**src/rtl/mul_32_3_pkg.sv**
```systemverilog
// Shared constants and FSM state type for the 3*Q+R reconstruction multiplier.
package mul_32_3_pkg;
   localparam int DIGIT_W  = 6;
   localparam int N_DIGITS = 6;

   typedef enum logic [1:0] {
      IDLE = 2'd0,
      RUN  = 2'd1,
      DONE = 2'd2
   } state_t;
endpackage

```
**src/rtl/mul_32_3_mul3_digit.sv**
```systemverilog
// One radix-64 digit step: sum/carry = 3*digit + cin (at most 192 fits in 8 bits).
module mul3_digit
   import mul_32_3_pkg::*;
(
   input  logic [DIGIT_W-1:0] digit,
   input  logic [1:0]         cin,
   output logic [DIGIT_W-1:0] sum,
   output logic [1:0]         cout
);
   logic [DIGIT_W+1:0] s_s;

   // 3*d formed as d + 2*d
   always_comb begin
      s_s  = {2'b00, digit} + {1'b0, digit, 1'b0} + {{DIGIT_W{1'b0}}, cin};
      sum  = s_s[DIGIT_W-1:0];
      cout = s_s[DIGIT_W+1:DIGIT_W];
   end
endmodule

```
**src/rtl/mul_32_3.sv**
```systemverilog
// Reconstructs X = 3*Q + R (mod 2^32) one 6-bit digit per cycle, flagging invalid pairs in err.
module mul_32_3
   import mul_32_3_pkg::*;
(
   input  logic        clk,
   input  logic        rst_n,
   input  logic        in_valid,
   output logic        in_ready,
   input  logic [31:1] Q,
   input  logic [2:1]  R,
   output logic        out_valid,
   input  logic        out_ready,
   output logic [32:1] X,
   output logic        err
);
   state_t             state_q, state_d;
   logic [2:0]         cnt_q, cnt_d;
   logic [1:0]         carry_q, carry_d;
   logic [31:1]        q_q, q_d;
   logic [32:1]        x_q, x_d;
   logic               err_q, err_d;
   logic               in_ready_q, in_ready_d;
   logic               out_valid_q, out_valid_d;
   logic [DIGIT_W-1:0] digit_s, sum_s;
   logic [1:0]         cout_s;

   mul3_digit u_digit (
      .digit (digit_s),
      .cin   (carry_q),
      .sum   (sum_s),
      .cout  (cout_s)
   );

   // Next-state, datapath and handshake decode
   always_comb begin
      state_d = state_q;
      cnt_d   = cnt_q;
      carry_d = carry_q;
      q_d     = q_q;
      x_d     = x_q;
      err_d   = err_q;

      case (cnt_q)
         3'd0:    digit_s = q_q[6:1];
         3'd1:    digit_s = q_q[12:7];
         3'd2:    digit_s = q_q[18:13];
         3'd3:    digit_s = q_q[24:19];
         3'd4:    digit_s = q_q[30:25];
         default: digit_s = {5'b00000, q_q[31]};
      endcase

      case (state_q)
         IDLE: begin
            if (in_valid) begin
               q_d     = Q;
               carry_d = R;
               cnt_d   = 3'd0;
               x_d     = 32'h0000_0000;
               err_d   = (R == 2'd3);
               state_d = RUN;
            end else begin
               state_d = IDLE;
            end
         end
         RUN: begin
            case (cnt_q)
               3'd0:    x_d[6:1]   = sum_s;
               3'd1:    x_d[12:7]  = sum_s;
               3'd2:    x_d[18:13] = sum_s;
               3'd3:    x_d[24:19] = sum_s;
               3'd4:    x_d[30:25] = sum_s;
               default: x_d[32:31] = sum_s[1:0];
            endcase
            if (cnt_q == 3'(N_DIGITS - 1)) begin
               // final 1-bit digit: anything past bit 32 is overflow
               err_d   = err_q | sum_s[2];
               state_d = DONE;
            end else begin
               carry_d = cout_s;
               cnt_d   = cnt_q + 3'd1;
            end
         end
         DONE: begin
            if (out_ready) begin
               state_d = IDLE;
            end else begin
               state_d = DONE;
            end
         end
         default: state_d = IDLE;
      endcase

      in_ready_d  = (state_d == IDLE);
      out_valid_d = (state_d == DONE);
   end

   // All state, with synchronous active-low reset
   always_ff @(posedge clk) begin
      if (!rst_n) begin
         state_q     <= IDLE;
         cnt_q       <= 3'd0;
         carry_q     <= 2'd0;
         q_q         <= 31'd0;
         x_q         <= 32'h0000_0000;
         err_q       <= 1'b0;
         in_ready_q  <= 1'b1;
         out_valid_q <= 1'b0;
      end else begin
         state_q     <= state_d;
         cnt_q       <= cnt_d;
         carry_q     <= carry_d;
         q_q         <= q_d;
         x_q         <= x_d;
         err_q       <= err_d;
         in_ready_q  <= in_ready_d;
         out_valid_q <= out_valid_d;
      end
   end

   assign in_ready  = in_ready_q;
   assign out_valid = out_valid_q;
   assign X         = x_q;
   assign err       = err_q;
endmodule
```
**config.mk**
```make
export PLATFORM = sky130hd
export DESIGN_NAME = mul_32_3
export DESIGN_NICKNAME = d
export VERILOG_FILES = /design/src/rtl/mul_32_3_pkg.sv /design/src/rtl/mul_32_3_mul3_digit.sv /design/src/rtl/mul_32_3.sv
export SDC_FILE = /design/constraint.sdc
export NUM_CORES = 1
export LEC_CHECK = 0
export CAP_MARGIN = 20
export CORE_MARGIN = 10
export CORE_UTILIZATION = 55
export CTS_CLUSTER_SIZE = 10
export DETAILED_ROUTE_END_ITERATION = 10
export PLACE_DENSITY_LB_ADDON = 0.1
export SYNTH_ARGS = -nofsm -noshare
export SYNTH_HDL_FRONTEND = slang
export SYNTH_SLANG_ARGS = --single-unit
```
**constraint.sdc**
```tcl
create_clock -name clk -period 8.9 [get_ports clk]
set_clock_uncertainty 0.2 [all_clocks]
set_input_delay 1.78 -clock clk [delete_from_list [all_inputs] [get_ports clk]]
set_output_delay 1.78 -clock clk [all_outputs]
set_load 0.05 [all_outputs]
```
==> results.tsv, run 1 <==
stage	metric	value	unit
status	status	completed	
clock_network	CTS tree	yes	
critical_path	Worst Setup End Kind	flop	
place	dpl hpwl	6300	µm
timing	Hold WS	0.260	ns
final_layout	share of cells above drive strength 1	7.49	%
pwr	Clock Power Share	34.8	%
clock_network	Hold-fix buffers, CTS	0	
place	gpl congestion	0.893	
yosys	Yosys top cell by area	dfxtp_1	
flow_run	max-cap check violation count	0	
pwr	Pwr per Cell Area	173	nW/µm²
worst_hold_path	Hold Path Stages	2	
timing	Slew Viols, Final	0	
drt	final WL	8720	µm
floorplan	Starting Density	56.8	%
floorplan	Die Wd	98.2	µm
timing	Final TNS setup	0	ns
critical_path	end of the critical path	X[12]	
yosys	most used flip-flop cell after synthesis	dfxtp_1	
timing	Final Cycle Share	49.4	%
global_route	largest net degree at the start of global routing	61	
critical_path	crit start category	flop	
worst_hold_path	min-delay worst type	reg -> reg	
timing	achievable frequency	0.227	GHz
drt	Via density	5.57	
timing	slew margin rel.	29.7	%
global_route	first-pass GRT wire length	14400	µm
final_layout	final core utilization	72.5	%
yosys	top post-synthesis cells by count	nand2_1, dfxtp_1, a21oi_1, nor2_1, mux2i_1	
drt	DRC	0	
pwr	P_leak	1.71	nW
floorplan	core area	5920	µm²
clock_network	CTS Buffer Depth	2	
clock_network	CTS clock-pin slew for the worst setup and hold paths	0.08	ns
drt	DR vias	2948	
place	port bufs	71	
yosys	YS warnings	0	
pwr	Switching Fraction	28.5	%
critical_path	Setup Crit Path Kind	reg -> reg	
drt	starting DRC count in detailed routing	219	
yosys	Syn Nets	440	
timing	crit path time final	4.40	ns
clock_network	post-CTS setup buffer count	0	
floorplan	number of cell rows	28	
final_layout	fillers	482	
pwr	internal power	0.532	mW
yosys	asr flop ratio synth	0	%
final_layout	Non-Filler Instances	529	
pwr	Logic pwr share	18.0	%
yosys	Post-synth EDFFs	0	
global_route	vias in the first global route	2911	
critical_path	critical path required time	8.92	ns
pwr	Flop pwr share	47.2	%
global_route	met1 Use GR	22.6	%
timing	RSZ-0062 raised after global routing	no	
yosys	register area share after synthesis	43.5	%
clock_network	Sink Count	73	
final_layout	Area growth syn-to-layout	27.7	%
global_route	gr busiest metal	met2	
floorplan	Die Ht	98.2	µm
clock_network	CTS resizes	0	
critical_path	worst r2r src	cnt_q[2]	
clock_network	CTS buffer count	9	
floorplan	Die Footprint	9640	µm²
global_route	global route total overflow	0	
yosys	post-synth top area share	43.5	%
critical_path	critical path's largest stage delay	0.82	ns
final_layout	nets	504	
global_route	GRT Overall Usage	17.7	%
timing	endpoints failing setup	0	
critical_path	CP startpoint	cnt_q[2]	
critical_path	r2r setup slk	4.50	ns
yosys	Post-Syn Instances	385	
yosys	Unique masters post-synth	47	
timing	Final Hold Vio Count	0	
yosys	synth top area cells	dfxtp_1, nand2_1, ha_1, mux2i_1, a21oi_1	
yosys	Yosys reg bits	73	
critical_path	R2R Path End	X[12]	
critical_path	path depth of the worst reg2reg path	15	
final_layout	ANT cells	0	
place	dpl cells	512	
global_route	initial antenna violation count	0	
critical_path	Arr. time, crit path	4.42	ns
yosys	most frequent cell after synthesis	nand2_1	
critical_path	CP max FO	23	
clock_network	clock root cell	clkbuf_8	
pwr	Switch Pwr	0.212	mW
yosys	synthesized area	3360	µm²
critical_path	highest-delay cell along the critical path	dfxtp_1	
critical_path	CP cell instances	inv_1 -> ha_1 -> a32o_1 -> a21oi_1 -> o21ai_0 -> mux2i_1 -> fa_1 -> inv_1 -> ha_1 -> inv_1 -> fa_1 -> nor2b_1 -> o22ai_1 -> mux2i_1 -> o21ai_0	
pwr	Max IR drop VDD	0.000122	V
clock_network	clock network latency to the later pin of the worst-skew pair	0.34	ns
final_layout	multi-input logic area	1740	µm²
global_route	GR met3 Demand/Resource	4.44	%
timing	worst slew pin tran	1.05	ns
global_route	GRT met2 Usage	28.6	%
final_layout	Storage cell area	1460	µm²
drt	DRT Pass-1 Iters	4	
clock_network	htree depth	3	
yosys	Synth Area per Inst	8.74	µm²
drt	drt wl/cell	16.5	µm
critical_path	most frequent CP cell	inv_1	
drt	antenna-violating nets left	0	
floorplan	IO Pins	72	
area by class of cell:
cell class | instances | area share, %
clock inverters | 5 | 1.28
inverters | 14 | 1.22
multi-input cells | 277 | 40.4
repair buffers | 74 | 17.5
well taps | 75 | 2.19
clock buffers | 11 | 3.29
flip-flops and latches | 73 | 34.0
worst min-delay path by stage:
stage | start | end | slack [ns]
global route | q_q[17] | q_q[17] | 0.29
CTS | q_q[17] | q_q[17] | 0.26
floorplan | q_q[27] | q_q[27] | 0.23
global placement | q_q[14] | q_q[14] | 0.25
detailed placement | q_q[17] | q_q[17] | 0.25
finish | q_q[14] | q_q[14] | 0.26
placed cells by master, fill, tap and decap left out, types with 4 or more instances in the layout:
master / netlist / routed
a21oi_1: 38 / 38
clkbuf_8: 0 / 10
clkdlybuf4s50_1: 0 / 71
dfxtp_1: 73 / 73
ha_1: 16 / 16
inv_1: 13 / 13
mux2_2: 4 / 4
mux2i_1: 20 / 20
nand2_1: 77 / 77
nand3_1: 16 / 16
nor2_1: 36 / 36
nor2b_1: 5 / 5
o21ai_0: 14 / 14
worst max-delay path: cells and delay by family, from the launching register on:
family / cells / cell delay, ns
AO/OA/AOI/OAI: 5 / 0.78
adder cells (fa/ha/maj): 4 / 1.37
buffers and inverters: 3 / 0.34
flip-flops: 1 / 0.82
multiplexers: 2 / 0.56
AND/OR/NAND/NOR: 1 / 0.20
metal layers:
metal	vias to the layer above	wire length (µm)
li1	1455	-
met1	1408	3990
met2	79	4140
met3	6	544
met4	0	53
met5	-	0
power groups by stage:
stage / Clock, mW / Sequential [mW] / Combinational [mW]
6_report: 0.259 / 0.352 / 0.134
5_1_grt: 0.280 / 0.353 / 0.146
4_1_cts: 0.262 / 0.351 / 0.132
3_5_place_dp: 0 / 0.359 / 0.131
3_3_place_gp: 0 / 0.358 / 0.129
2_1_floorplan: 0 / 0.371 / 0.0751
registers in the layout, summed over array words and instances, names as in the netlist:
name,count
cnt_q,3
state_q,2
q_q,31
in_ready,1
err,1
carry_q,2
X,32
out_valid,1
logic make-up after synthesis:
family | Yosys count | synth area share [%]
AND/OR/NAND/NOR | 150 | 19.4
AO/OA/AOI/OAI | 85 | 17.6
flip-flops | 73 | 43.5
buffers and inverters | 35 | 5.10
multiplexers | 24 | 7.29
adder cells (fa/ha/maj) | 18 | 7.14
stage by stage:
step | setup WS [ns] | power (mW) | cell area (µm²)
final | 4.50 | 0.745 | 4290
after global placement | 4.69 | 0.487 | 4070
after floorplan | 5.32 | 0.446 | 3360
after detailed placement | 4.51 | 0.490 | 4070
after global routing | 4.09 | 0.779 | 4290
after CTS | 4.53 | 0.745 | 4270
(Power assumes the default switching activity.)
==> run 2: changes to the inputs <==
Settings changed: CORE_UTILIZATION 55 to 46.
Clock period 8.9 ns to 3.6 ns, I/O delays scaled along.
==> results.tsv, run 2 (same netlist as run 1, synthesis figures left out) <==
stage	metric	value	unit	change
global_route	initial antenna violation count	0		unchanged
timing	endpoints failing setup	0		unchanged
floorplan	IO Pins	72		unchanged
timing	slew margin rel.	40.5	%	was 29.7%
drt	DRT Pass-1 Iters	4		unchanged
timing	Final TNS setup	0	ns	unchanged
global_route	global route total overflow	0		unchanged
floorplan	Starting Density	46.9	%	was 56.8%
flow_run	max-cap check violation count	0		unchanged
drt	drt wl/cell	15.1	µm	was 16.5 µm
timing	achievable frequency	0.293	GHz	was 0.227 GHz
timing	Slew Viols, Final	0		unchanged
floorplan	core area	7180	µm²	was 5920 µm²
timing	Final Cycle Share	94.8	%	was 49.4%
floorplan	Die Wd	106	µm	was 98.2 µm
final_layout	Non-Filler Instances	564		was 529
clock_network	CTS tree	yes		unchanged
clock_network	Sink Count	73		unchanged
critical_path	Setup Crit Path Kind	reg -> reg		unchanged
worst_hold_path	Hold Path Stages	2		unchanged
timing	crit path time final	3.41	ns	was 4.40 ns
pwr	P_leak	1.80	nW	was 1.71 nW
clock_network	htree depth	3		unchanged
clock_network	clock network latency to the later pin of the worst-skew pair	0.35	ns	was 0.34 ns
final_layout	nets	515		was 504
place	dpl hpwl	6360	µm	was 6300 µm
drt	DR vias	2932		was 2,948
place	dpl cells	547		was 512
final_layout	max reg flops	32		unchanged
critical_path	worst r2r src	cnt_q[0]		was cnt_q[2]
critical_path	CP max FO	5		was 23
global_route	largest net degree at the start of global routing	36		was 61
critical_path	critical path required time	3.63	ns	was 8.92 ns
floorplan	Die Ht	106	µm	was 98.2 µm
drt	starting DRC count in detailed routing	95		was 219
clock_network	clock root cell	clkbuf_8		unchanged
drt	Via density	5.20		was 5.57
clock_network	CTS clock-pin slew for the worst setup and hold paths	0.08	ns	about the same
drt	DRC	0		unchanged
timing	RSZ-0062 raised after global routing	no		unchanged
floorplan	number of cell rows	31		was 28
clock_network	CTS buffer count	9		unchanged
place	gpl congestion	0.879		was 0.893
status	status	completed		unchanged
drt	final WL	8540	µm	was 8720 µm
global_route	GRT Overall Usage	15.6	%	was 17.7%
final_layout	share of cells above drive strength 1	10.8	%	was 7.49%
critical_path	path depth of the worst reg2reg path	15		unchanged
timing	Final Hold Vio Count	0		unchanged
worst_hold_path	Hold EP	q_q[6]		was q_q[14]
final_layout	leading cell types in the layout, fill and taps excluded	nand2_1, dfxtp_1, clkdlybuf4s50_1, a21oi_1, nor2_1		unchanged
critical_path	r2r setup slk	0.19	ns	was 4.50 ns
pwr	Pwr per Cell Area	441	nW/µm²	was 173 nW/µm²
critical_path	Worst Setup End Kind	flop		unchanged
worst_hold_path	Hold Crit Start	q_q[6]		was q_q[14]
global_route	vias in the first global route	2933		was 2,911
final_layout	leading cell type in the layout, fill and taps excluded	nand2_1		unchanged
timing	Hold WS	0.259	ns	was 0.260 ns
critical_path	Arr. time, crit path	3.44	ns	was 4.42 ns
timing	worst slew pin tran	0.889	ns	was 1.05 ns
place	port bufs	71		unchanged
drt	antenna-violating nets left	0		unchanged
pwr	Max IR drop VDD	0.000213	V	was 0.000122 V
final_layout	Area growth syn-to-layout	32.9	%	was 27.7%
worst_hold_path	min-delay worst type	reg -> reg		unchanged
critical_path	crit start category	flop		unchanged
final_layout	ANT cells	0		unchanged
floorplan	Die Footprint	11100	µm²	was 9640 µm²
critical_path	R2R Path End	X[24]		was X[12]
final_layout	final core utilization	62.3	%	was 72.5%
global_route	first-pass GRT wire length	14200	µm	was 14,400 µm
clock_network	CTS Buffer Depth	2		unchanged
pwr	Power, Total	1.97	mW	was 0.745 mW
## run 2: timing repair
item | 4_1_cts | 5_1_grt
pin swaps | 0 | 2
setup buffers | 0 | 1
endpoints found under the hold margin | 0 | 0
gates resized for setup | 1 | 12
endpoints found under the setup margin | 5 | 17
hold buffers | 0 | 0
## run 2: final cells by class
type	instances	area (µm²)
multi-input cells	277	1770
clock inverters	5	104
flip-flops and latches	73	1460
inverters	14	52.6
clock buffers	11	131
repair buffers	85	828
fillers	626	2710
well taps	99	124
## run 2: power breakdown
group	leakage, nW	switching [mW]	internal [mW]	total (mW)
logic	1.09	0.198	0.143	0.341
registers	0.595	0.0235	0.844	0.867
clock network	0.118	0.302	0.461	0.763
## run 2: per-stage QoR
stage / cell area (µm²) / worst slack, ns
floorplan: 3360 / 0.0152
global placement: 4200 / 0.0868
detailed placement: 4200 / 0.00457
CTS: 4430 / 0.0159
global route: 4470 / 0.00528
finish: 4470 / 0.186
## run 2: worst max path at each step
stage	start	endpoint	cells after the start
after floorplan	cnt_q[2]	X[12]	17
after global placement	cnt_q[1]	X[12]	14
after detailed placement	cnt_q[1]	X[30]	14
after CTS	cnt_q[1]	X[30]	14
after global routing	cnt_q[0]	X[6]	15
final	cnt_q[0]	X[24]	15
## run 2: worst max-delay path: stages (launching register included)
cell and delay [ns]:
dfxtp_2 0.34, ha_1 0.21, ha_1 0.21, a32o_1 0.21, a21oi_1 0.10, o21ai_0 0.12
mux2i_1 0.19, fa_1 0.43, inv_1 0.06, ha_1 0.16, inv_1 0.05, fa_1 0.39
nor2b_2 0.17, o22ai_2 0.13, mux2i_4 0.24, o21ai_1 0.09
## run 2: per-layer routing
| layer | vias up | routed length (µm) | track usage, % | part of all wire (%) |
|---|---|---|---|---|
| li1 | 1481 | - | - | - |
| met1 | 1375 | 3960 | 18.8 | 46 |
| met2 | 66 | 4060 | 25.6 | 48 |
| met3 | 10 | 409 | 4.57 | 4.8 |
| met4 | 0 | 108 | 5.90 | 1.3 |
| met5 | - | 0 | 0 | 0 |
==> run 3: changes to the inputs <==
Settings changed: ABC_AREA from default to 1, CORE_UTILIZATION 46 to 45.
==> results.tsv, run 3 <==
stage	metric	value	unit	change
place	dpl hpwl	6330	µm	was 6360 µm
clock_network	CTS Buffer Depth	2		unchanged
clock_network	htree depth	3		unchanged
pwr	P_leak	1.78	nW	was 1.80 nW
yosys	asr flop ratio synth	0	%	unchanged
floorplan	Die Wd	104	µm	was 106 µm
final_layout	max reg flops	32		unchanged
drt	DR vias	2916		was 2,932
global_route	first-pass GRT wire length	14000	µm	was 14,200 µm
final_layout	leading cell types in the layout, fill and taps excluded	nor2_1, clkdlybuf4s50_1, dfxtp_1, o21ai_0, nand2_1		was nand2_1, dfxtp_1, clkdlybuf4s50_1, a21oi_1, nor2_1
critical_path	Arr. time, crit path	3.39	ns	was 3.44 ns
yosys	Syn Nets	473		was 440
timing	Final Cycle Share	92.1	%	was 94.8%
drt	drt wl/cell	14.2	µm	was 15.1 µm
timing	crit path time final	3.32	ns	was 3.41 ns
yosys	register area share after synthesis	45.8	%	was 43.5%
clock_network	CTS clock-pin slew for the worst setup and hold paths	0.07	ns	was 0.08 ns
yosys	Unique masters post-synth	27		was 47
drt	DRT Pass-1 Iters	4		unchanged
pwr	Max IR drop VDD	0.000279	V	was 0.000213 V
timing	achievable frequency	0.302	GHz	was 0.293 GHz
timing	worst slew pin tran	0.517	ns	was 0.889 ns
final_layout	share of cells above drive strength 1	9.11	%	was 10.8%
clock_network	Sink Count	73		unchanged
critical_path	critical path's largest stage delay	0.49	ns	was 0.43 ns
critical_path	Setup Crit Path Kind	reg -> reg		unchanged
pwr	Switching Fraction	32.7	%	was 26.5%
drt	antenna-violating nets left	0		unchanged
place	gpl congestion	0.882		was 0.879
final_layout	ANT cells	0		unchanged
clock_network	clock network latency to the later pin of the worst-skew pair	0.35	ns	about the same
yosys	Yosys reg bits	73		unchanged
worst_hold_path	min-delay worst type	reg -> reg		unchanged
yosys	Post-Syn Instances	418		was 385
yosys	top post-synthesis cells by count	nor2_1, dfxtp_1, o21ai_0, nand2_1, inv_1		was nand2_1, dfxtp_1, a21oi_1, nor2_1, mux2i_1
pwr	Power, Total	2.12	mW	was 1.97 mW
status	status	completed		unchanged
drt	Via density	4.94		was 5.20
drt	starting DRC count in detailed routing	183		was 95
yosys	YS warnings	0		unchanged
critical_path	CP max FO	5		unchanged
floorplan	number of cell rows	30		was 31
final_layout	nets	545		was 515
pwr	Logic pwr share	25.7	%	was 17.3%
timing	slew margin rel.	65.4	%	was 40.5%
pwr	Flop pwr share	43.2	%	was 44.0%
clock_network	CTS buffer count	9		unchanged
pwr	Clock Power Share	31.1	%	was 38.7%
yosys	Synth Area per Inst	7.63	µm²	was 8.74 µm²
pwr	internal power	1.43	mW	was 1.45 mW
critical_path	critical path required time	3.68	ns	was 3.63 ns
drt	final WL	8360	µm	was 8540 µm
floorplan	IO Pins	72		unchanged
pwr	Switch Pwr	0.695	mW	was 0.523 mW
timing	Final TNS setup	0	ns	unchanged
critical_path	CP cell instances	ha_1 -> ha_2 -> inv_2 -> nand4_1 -> o211ai_1 -> o22ai_2 -> fa_1 -> inv_1 -> ha_1 -> inv_1 -> fa_1 -> nor2_2 -> o21ai_0 -> nor2_1		was ha_1 -> ha_1 -> a32o_1 -> a21oi_1 -> o21ai_0 -> mux2i_1 -> fa_1 -> inv_1 -> ha_1 -> inv_1 -> fa_1 -> nor2b_2 -> o22ai_2 -> mux2i_4 -> o21ai_1
timing	Final Hold Vio Count	0		unchanged
global_route	global route total overflow	0		unchanged
final_layout	Area growth syn-to-layout	32.2	%	was 32.9%
yosys	Post-synth EDFFs	0		unchanged
yosys	most frequent cell after synthesis	nor2_1		was nand2_1
yosys	most used flip-flop cell after synthesis	dfxtp_1		unchanged
place	DP Worst Slack	0.0695	ns	was 0.00457 ns
flow_run	max-cap check violation count	0		unchanged
pwr	Pwr per Cell Area	503	nW/µm²	was 441 nW/µm²
timing	endpoints failing setup	0		unchanged
timing	Slew Viols, Final	0		unchanged
floorplan	Starting Density	46.7	%	was 46.9%
floorplan	Die Ht	104	µm	was 106 µm
global_route	initial antenna violation count	0		unchanged
global_route	vias in the first global route	2875		was 2,933
global_route	GRT Overall Usage	15.6	%	about the same
yosys	Yosys top cell by area	dfxtp_1		unchanged
yosys	synthesized area	3190	µm²	was 3360 µm²
floorplan	core area	6830	µm²	was 7180 µm²
clock_network	clock root cell	clkbuf_8		unchanged
timing	Final WS setup	0.284	ns	was 0.186 ns
final_layout	leading cell type in the layout, fill and taps excluded	nor2_1		was nand2_1
critical_path	Worst Setup End Kind	flop		unchanged
critical_path	crit start category	flop		unchanged
floorplan	Die Footprint	10900	µm²	was 11,100 µm²
drt	DRC	0		unchanged
clock_network	CTS tree	yes		unchanged
place	port bufs	71		unchanged
clock_network	post-CTS setup buffer count	0		unchanged
global_route	largest net degree at the start of global routing	49		was 36
critical_path	highest-delay cell along the critical path	fa_1		unchanged
yosys	post-synth top area share	45.8	%	was 43.5%
final_layout	final core utilization	61.7	%	was 62.3%
yosys	synth top area cells	dfxtp_1, o21ai_0, nor2_1, ha_1, a21oi_1		was dfxtp_1, nand2_1, ha_1, mux2i_1, a21oi_1
==> run 3: final timing paths <==
path	start	end	slack, ns	cells past startpoint
hold reg to reg	q_q[27]	q_q[27]	0.27	2
setup reg to reg	cnt_q[0]	X[3]	0.28	14
setup / recovery	cnt_q[0]	X[3]	0.28	14
hold / removal	q_q[27]	q_q[27]	0.27	2
==> run 3: what timing repair did <==
action                                  in CTS  in global routing
hold buffers                                 0                  0
resized for setup                            0                 11
endpoints found under the setup margin       0                 16
==> run 3: metal layers <==
layer / vias up / share of wire [%] / global-route usage, %
met4: 0 / 0.81 / 3.88
met2: 63 / 46 / 24.5
li1: 1514 / - / -
met1: 1333 / 47 / 20.1
met5: - / 0 / 0
met3: 6 / 6.0 / 4.89
==> run 3: critical path: cells and delay by family (launching register included) <==
| family | cells | cell delay (ns) |
|---|---|---|
| adders and majority gates | 5 | 1.54 |
| DFF | 1 | 0.34 |
| buffers and inverters | 3 | 0.21 |
| AOI/OAI and AO/OA | 3 | 0.40 |
| and+or+nand+nor | 3 | 0.56 |
==> run 3: final cells by class <==
class / count / area (µm²)
fillers: 640 / 2610
multi-input cells: 287 / 1520
flip-flops and latches: 73 / 1470
repair buffers: 76 / 748
inverters: 43 / 161
clock buffers: 11 / 151
well taps: 96 / 120
clock inverters: 4 / 51.3
==> run 3: cells by family after synthesis <==
group                    synth area share [%]
adder cells (fa/ha/maj)                  7.53
AND/OR/NAND/NOR                          18.0
AO/OA/AOI/OAI                            21.4
flip-flops                               45.8
buffers and inverters                    7.29
==> run 3: through the flow <==
| step | instance area [µm²] | hold slack, ns | instances |
|---|---|---|---|
| floorplan | 3190 | 0.225 | 418 |
| global placement | 3990 | 0.250 | 575 |
| detailed placement | 3990 | 0.259 | 575 |
| CTS | 4190 | 0.269 | 590 |
| global route | 4220 | 0.294 | 590 |
| finish | 4220 | 0.267 | 590 |
==> run 3: power groups by stage <==
| stage | Combinational [mW] | Clock (mW) | Sequential [mW] |
|---|---|---|---|
| 3_5_place_dp | 0.544 | 0 | 0.934 |
| 6_report | 0.546 | 0.660 | 0.917 |
| 5_1_grt | 0.604 | 0.713 | 0.925 |
| 3_3_place_gp | 0.535 | 0 | 0.934 |
| 2_1_floorplan | 0.239 | 0 | 1.05 |
| 4_1_cts | 0.545 | 0.672 | 0.916 |
